==> config.mk <==
export PLATFORM = sky130hd
export DESIGN_NAME = dsm_quant_ef_flat
export DESIGN_NICKNAME = d
export VERILOG_FILES = /design/src/rtl/dsm_quant_ef_if.sv /design/src/rtl/dsm_quant_ef.sv /design/src/flat_wrapper.sv
export SDC_FILE = /design/constraint.sdc
export NUM_CORES = 1
export LEC_CHECK = 0
export BUFFER_PORTS_ARGS = -buffer_cell sky130_fd_sc_hd__buf_4
export CAP_MARGIN = 20
export CORE_ASPECT_RATIO = 1.75
export CORE_UTILIZATION = 46
export CTS_BUF_LIST = sky130_fd_sc_hd__clkbuf_8
export CTS_CLUSTER_SIZE = 14
export DETAILED_ROUTE_END_ITERATION = 8
export PLACE_DENSITY = 0.69
export SETUP_SLACK_MARGIN = 0.5
export SYNTH_ARGS = -nofsm -noshare
export SYNTH_HDL_FRONTEND = slang
export SYNTH_SLANG_ARGS = --single-unit
==> constraint.sdc <==
create_clock -name CLK -period 10.8 [get_ports CLK]
set_input_delay 0.54 -clock CLK [delete_from_list [all_inputs] [get_ports CLK]]
set_output_delay 0.54 -clock CLK [all_outputs]
set_load 0.02 [all_outputs]
==> src/rtl/dsm_quant_ef_if.sv <==
// Sample/result bundle between the delta-sigma loop filter and the quantizer node.
// The master drives samples and reads results. The slave is the quantizer.
interface dsm_quant_ef_if #(
  parameter int OUT_BITS = 4
);
  logic                en;
  logic [15:0]         x_in;
  logic [15:0]         h1_in;
  logic [OUT_BITS-1:0] q_out;
  logic                q_valid;
  logic [15:0]         e_out;
  logic                flush_req;
  logic                ovl_flag;
  logic [15:0]         ovl_count;

  modport master (
    output en, x_in, h1_in,
    input  q_out, q_valid, e_out, flush_req, ovl_flag, ovl_count
  );

  modport slave (
    input  en, x_in, h1_in,
    output q_out, q_valid, e_out, flush_req, ovl_flag, ovl_count
  );
endinterface

==> src/rtl/dsm_quant_ef.sv <==
// Delta-sigma quantizer with error feedback: it saturates the sum and truncates it to OUT_BITS MSBs.
// A run of saturated samples flushes the loop for FLUSH_CYCLES samples.
module dsm_quant_ef #(
  parameter int OUT_BITS     = 4,
  parameter int OVL_LIMIT    = 8,
  parameter int FLUSH_CYCLES = 4
) (
  input  logic            CLK,
  input  logic            reset,
  dsm_quant_ef_if.slave   bus
);
  localparam int S  = 16 - OUT_BITS;
  localparam int RW = $clog2(OVL_LIMIT + 1);
  localparam int FW = $clog2(FLUSH_CYCLES + 1);
  localparam logic [RW-1:0] RUN_LIMIT = RW'(OVL_LIMIT);
  localparam logic [FW-1:0] FLUSH_LEN = FW'(FLUSH_CYCLES);

  typedef enum logic {RUN, FLUSH} state_t;

  state_t               state;
  logic [RW-1:0]        sat_run;
  logic [FW-1:0]        flush_cnt;

  logic signed [17:0]   v;
  logic [15:0]          vs;
  logic                 sat;
  logic [OUT_BITS-1:0]  q;
  logic [15:0]          e;

  always_comb begin
    v   = {{2{bus.x_in[15]}}, bus.x_in} + {{2{bus.h1_in[15]}}, bus.h1_in};
    vs  = v[15:0];
    sat = 1'b0;
    if (v > 18'sd32767) begin
      vs  = 16'h7FFF;
      sat = 1'b1;
    end else if (v < -18'sd32768) begin
      vs  = 16'h8000;
      sat = 1'b1;
    end
    q = vs[15:S];
    // Floor truncation makes the error non-positive: the code, re-expanded, minus the clamped sum.
    e = {q, {S{1'b0}}} - vs;
  end

  always_ff @(posedge CLK) begin
    if (reset) begin
      state         <= RUN;
      sat_run       <= '0;
      flush_cnt     <= '0;
      bus.q_out     <= '0;
      bus.q_valid   <= 1'b0;
      bus.e_out     <= '0;
      bus.flush_req <= 1'b0;
      bus.ovl_flag  <= 1'b0;
      bus.ovl_count <= '0;
    end else begin
      bus.q_valid <= bus.en;
      if (bus.en) begin
        case (state)
          RUN: begin
            bus.q_out <= q;
            bus.e_out <= e;
            if (sat) begin
              if (bus.ovl_count != '1)
                bus.ovl_count <= bus.ovl_count + 16'd1;
              sat_run <= sat_run + 1'b1;
              if (sat_run + 1'b1 == RUN_LIMIT) begin
                state         <= FLUSH;
                flush_cnt     <= '0;
                bus.flush_req <= 1'b1;
                bus.ovl_flag  <= 1'b1;
              end
            end else begin
              sat_run <= '0;
            end
          end
          FLUSH: begin
            bus.q_out <= '0;
            bus.e_out <= '0;
            if (flush_cnt + 1'b1 == FLUSH_LEN) begin
              state         <= RUN;
              flush_cnt     <= '0;
              sat_run       <= '0;
              bus.flush_req <= 1'b0;
            end else begin
              flush_cnt <= flush_cnt + 1'b1;
            end
          end
          default: state <= RUN;
        endcase
      end
    end
  end
endmodule

==> src/flat_wrapper.sv <==
// flat-port wrapper written by rule: the top's interface ports become plain ports
module dsm_quant_ef_flat 
#(
  parameter int OUT_BITS     = 4,
  parameter int OVL_LIMIT    = 8,
  parameter int FLUSH_CYCLES = 4
)
  (CLK, reset, bus_en, bus_x_in, bus_h1_in, bus_q_out, bus_q_valid, bus_e_out, bus_flush_req, bus_ovl_flag, bus_ovl_count);
  dsm_quant_ef_if #(.OUT_BITS(OUT_BITS)) bus_i ();
  input  logic CLK;
  input  logic reset;
  input wire logic [$bits(bus_i.en)-1:0] bus_en;
  input wire logic [$bits(bus_i.x_in)-1:0] bus_x_in;
  input wire logic [$bits(bus_i.h1_in)-1:0] bus_h1_in;
  output wire logic [$bits(bus_i.q_out)-1:0] bus_q_out;
  output wire logic [$bits(bus_i.q_valid)-1:0] bus_q_valid;
  output wire logic [$bits(bus_i.e_out)-1:0] bus_e_out;
  output wire logic [$bits(bus_i.flush_req)-1:0] bus_flush_req;
  output wire logic [$bits(bus_i.ovl_flag)-1:0] bus_ovl_flag;
  output wire logic [$bits(bus_i.ovl_count)-1:0] bus_ovl_count;
  assign bus_i.en = bus_en;
  assign bus_i.x_in = bus_x_in;
  assign bus_i.h1_in = bus_h1_in;
  assign bus_q_out = bus_i.q_out;
  assign bus_q_valid = bus_i.q_valid;
  assign bus_e_out = bus_i.e_out;
  assign bus_flush_req = bus_i.flush_req;
  assign bus_ovl_flag = bus_i.ovl_flag;
  assign bus_ovl_count = bus_i.ovl_count;
  dsm_quant_ef #(.OUT_BITS(OUT_BITS), .OVL_LIMIT(OVL_LIMIT), .FLUSH_CYCLES(FLUSH_CYCLES)) u_core (.CLK(CLK), .reset(reset), .bus(bus_i));
endmodule
# Word level (Yosys, flattened, before mapping)
# Cells that the tools add are included.
# op_classes
addsub,5
multipliers,0
n_div,0
n_lt_le_gt_ge,2
eq_ne,6
shifts,0
muxes,21
bitwise_logic,1
n_reduce_logical,5
# ops
cell,n
16-bit two-way mux,2
16-bit case mux with 2 select lines,1
18-bit by 16-bit greater-than comparator with 1-bit output (second input constant),1
18-bit by 16-bit < comparator with 1-bit output (second input constant),1
16-bit by 16-bit adder with 17-bit output,1
16-bit by 1-bit adder with 16-bit output (second input constant),1
16-bit != test (second input constant),1
4-bit case mux with 2 select lines,2
16-bit subtractor,1
4-bit AND reduction,3
3-bit two-way mux,3
1-bit two-way mux,8
4-bit two-way mux,2
3-bit case mux with 2 select lines,1
4-bit by 1-bit adder with 4-bit output (second input constant),1
4-bit == test (second input constant),1
2-bit by 1-bit != test with 1-bit output (second input constant),2
1-bit case mux with 2 select lines,2
3-bit by 1-bit adder with 3-bit output (second input constant),1
3-bit == test (second input constant),1
3-bit AND reduction,1
2-bit != test (second input constant),1
2-bit AND reduction,1
1-bit NOT,1
# totals
ff_bits,47
latchBits,0
mem_bits_rw,0
romBits,0
wordCells,49
memories,0

# Logic depth before layout (Yosys ltp)
# logic_depth
word_depth,6
mapped_depth,19
depth_no_buf,19

# Worst setup path before layout
# No wires, ideal clock.
# synth_path
path_kind,input to register
start,input bus_h1_in[0]
end,register u_core.bus.e_out[10]
arrival_time_ns,3.843
required_time_ns,10.683
setup_slack_ns,6.840
stages,19
n_path_buf,1
path_cell_list,ha_1 > inv_1 > fa_1 > nor2b_4 > o31a_1 > o311a_4 > a2111oi_2 > or2_1 > buf_6 > nor2_1 > o21ai_0 > ha_1 > nand2_1 > nor3_1 > nand3_1 > a21oi_1 > a21oi_1 > o21a_1 > a22o_1
# synth_via
elab_chain_cells,6
word_cells_on_any_way,7
cone_classes,2 x add/sub; 2 x order compare; 3 x mux
# synth_rtl
element,line_no,source
start: declaration,flat_wrapper.sv:14,input wire logic [$bits(bus_i.h1_in)-1:0] bus_h1_in;
16-bit by 16-bit adder with 17-bit output *,dsm_quant_ef.sv:31,"v = {{2{bus.x_in[15]}}, bus.x_in} + {{2{bus.h1_in[15]}}, bus.h1_in};"
18-bit by 16-bit < comparator with 1-bit output,dsm_quant_ef.sv:37,end else if (v < -18'sd32768) begin
16-bit two-way mux,dsm_quant_ef.sv:37,
16-bit two-way mux *,dsm_quant_ef.sv:34,if (v > 18'sd32767) begin
16-bit subtractor *,dsm_quant_ef.sv:43,"e = {q, {S{1'b0}}} - vs;"
16-bit case mux with 2 select lines *,dsm_quant_ef.sv:60,case (state)
end signal: assignment,dsm_quant_ef.sv:53,bus.e_out <= '0;
end signal: assignment,dsm_quant_ef.sv:63,bus.e_out <= e;
end signal: assignment,dsm_quant_ef.sv:80,bus.e_out <= '0;
end: declaration,dsm_quant_ef_if.sv:23,"output q_out, q_valid, e_out, flush_req, ovl_flag, ovl_count"
# Mark *: on every way between the ends. The rest lies on a longest branch, timed or not.
# A chain may end at the register's enable or synchronous reset.

# Worst setup path after layout
# Same ends and word-level chain as after synthesis.

==> reports/summary.txt <==
Status: finished, final reports clean
RSZ-0062 raised after global routing: false
Slew @ Worst Pin: 0.779 ns
H-tree depth: 2
Compound-Gate Fraction of Synth Area: 0.223
Most frequent cells in the layout: buf_4, dfxtp_1, nor2_1
Setup total negative slack: 0 ns
Hold/Removal Path Class: flop to flop
R2r setup slk: 8.53 ns
Io pins: 74
Iteration-0 DRC Markers: 253
Post-CTS setup buffers: 0
Worst Setup Path Type: input port to flop
Synth warn: 0
Final Wtd Congestion: 0.929
Initial antenna violation count: 0
Syn_nets: 472
Vias post-DR: 3261
Worst slew margin: 0.474
DRT Pass-1 Iters: 4
Worst hold slack: 0.448 ns
First-pass GRT wire length: 13700 um
P&R area growth vs syn: 19.1%
Clk buf depth: 2
Setup crit start kind: input port
Number of synthesized register bits: 47
Max-cap violations: 0
Minimum clock period: 4.41 ns
Share of cells above drive strength 1: 0.204
Adder-cell share of the synthesized area: 0.0873
Clock Tree Root: clkbuf_8
Port bufs: 73
DR DRC count: 0
Die Span Y: 115 um
CTS tree: done
WL final: 8350 um
Xor/xnor share of the synthesized area: 0.107
Via density: 5.80
Final HPWL DP: 6470 um
Max IR drop VDD: 0.0000615 V
Endpoints failing setup: 0
Final max-slew violation count: 0
Clock buffer count from CTS: 5
Mapped Cells: 414
CTS sink count: 47
Total Power: 512 uW
Number of antenna diodes: 0
Yosys cell types: 68
Vias in the first global route: 3046
Post-synthesis sequential area ratio: 0.278
Largest family of logic cells by synthesized area: simple AND/OR/NAND/NOR gates
Top_reg_cell synth: dfxtp_1
Die W: 66.8 um
ANT nets after route: 0
Mapped Area: 0.00338 mm^2
Initial Util: 0.471
Async SR Flop Fraction: 0
Cts repair resizes: 0
Worst Setup End Kind: flop
Wire length per cell: 14.9 um
Mean Syn Cell Area: 8.17 um^2
CP arrival: 4.62 ns
Post-synthesis mux area share: 0.00592
Clock latency at the later pin of the worst-skew pair: 0.31 ns
Die Footprint: 0.00771 mm^2
Clock-pin slew on the worst setup and hold paths: 0.09 ns
Largest net degree at the start of global routing: 41
Final nets: 533
Most common cell after layout, fill and taps aside: buf_4
Fin crit share: 0.408
Leak Pwr: 0.00169 uW
Clk_skew: 0.00751 ns
Final Hold Viols: 0
Peak Freq: 227 MHz
Total GRT Usage: 0.227
Critical path required time: 11.00 ns
Post-synthesis simple-gate area fraction: 0.259
Hold buffer count at cts: 0
Pwr dens: 127 mW/mm^2
Post-synth EDFFs: 0
Gr ovfl total: 0
Core area: 0.00718 mm^2
CP Max Fanout: 9
# rows: 41
-- final timing paths --
kind,start,endpoint,cells past startpoint
setup / recovery,bus_h1_in[0],u_core.bus.e_out[10],19
hold / removal,u_core.bus.e_out[15],u_core.bus.e_out[15],2
setup reg to reg,u_core.bus.ovl_count[3],u_core.bus.ovl_count[11],9
hold reg to reg,u_core.bus.e_out[15],u_core.bus.e_out[15],2
-- power breakdown --
| group | switching, uW | internal (uW) |
|---|---|---|
| logic | 121 | 80.8 |
| clock network | 60.6 | 51.6 |
| registers | 11.5 | 187 |
-- Yosys cell counts, types with 2 or more instances --
library cell,count,area share
nor4_2,3,0.011
o21bai_1,2,0.0044
clkbuf_1,8,0.0089
or2_2,2,0.0037
o21a_1,7,0.016
or3_1,2,0.0037
nand2_1,39,0.043
buf_6,2,0.0067
a221oi_1,2,0.0052
clkbuf_4,2,0.0044
inv_1,8,0.0089
nand4_1,13,0.024
o21ai_0,18,0.027
xor2_1,17,0.044
a21o_1,9,0.020
ha_1,22,0.081
and3_1,3,0.0055
a21oi_1,36,0.053
or4_1,2,0.0044
nor2_1,45,0.050
mux2i_1,2,0.0059
o311ai_0,2,0.0052
dfxtp_1,47,0.28
nor3_1,11,0.016
nor4_1,3,0.0055
and4_1,5,0.013
a31oi_1,2,0.0037
and2_1,7,0.013
nor2b_1,3,0.0055
nor3b_1,4,0.0089
o31ai_1,3,0.0067
a22oi_1,7,0.016
nand3_1,11,0.016
nand2b_1,5,0.0092
nor4b_2,2,0.0089
nand3b_1,2,0.0044
o221ai_1,2,0.0052
buf_2,6,0.0089
xnor2_1,18,0.047
a22o_1,2,0.0052
-- cells by family after synthesis --
logic type	after synthesis
AND/OR/NAND/NOR	166
adder cells (fa/ha/maj)	23
flip-flops	47
AO/OA/AOI/OAI	112
multiplexers	2
buffers and inverters	27
XOR/XNOR	37
-- critical path, cell delays in order --
cell	delay [ns]
buf_4	0.11
ha_1	0.22
inv_1	0.07
fa_1	0.24
nor2b_4	0.05
o31a_1	0.27
o311a_4	0.42
a2111oi_2	0.39
or2_1	0.43
nand2_1	0.29
o21ai_0	0.17
ha_1	0.29
nand2_1	0.11
nor3_1	0.25
nand3_1	0.14
a21oi_1	0.14
a21oi_1	0.08
o21a_1	0.21
a22o_1	0.17
-- layout make-up --
cell class              instances  area [um^2]
clock inverters                 2         12.5
flip-flops and latches         47          941
well taps                      86          108
inverters                       8         30.0
repair buffers                 73          548
fillers                       683         3150
multi-input cells             340         2310
clock buffers                   6         82.6
-- sequential cells by signal (all words and copies together) (netlist names) --
name and flops:
u_core.bus.e_out 16, u_core.flush_cnt 3, u_core.bus.ovl_flag 1, u_core.state 1
u_core.sat_run 4, u_core.bus.q_valid 1, u_core.bus.q_out 4, u_core.bus.ovl_count 16
u_core.bus.flush_req 1
-- routing by layer --
metal,vias up,part of all wire,global-route usage
li1,1625,-,-
met1,1544,0.39,0.242
met2,75,0.55,0.430
met4,0,0.027,0.0965
met5,-,0,0
met3,17,0.030,0.0266
-- stage by stage --
stage | cells | util | cell area (um^2) | setup slack (ns)
2_1_floorplan | 414 | - | 3380 | 6.84
3_3_place_gp | 554 | 0.548 | 3930 | 6.25
3_5_place_dp | 554 | 0.548 | 3930 | 6.11
4_1_cts | 562 | 0.561 | 4030 | 6.43
5_1_grt | 562 | 0.561 | 4030 | 5.95
6_report | 562 | 0.561 | 4030 | 6.39
(Power assumes the default switching activity.)
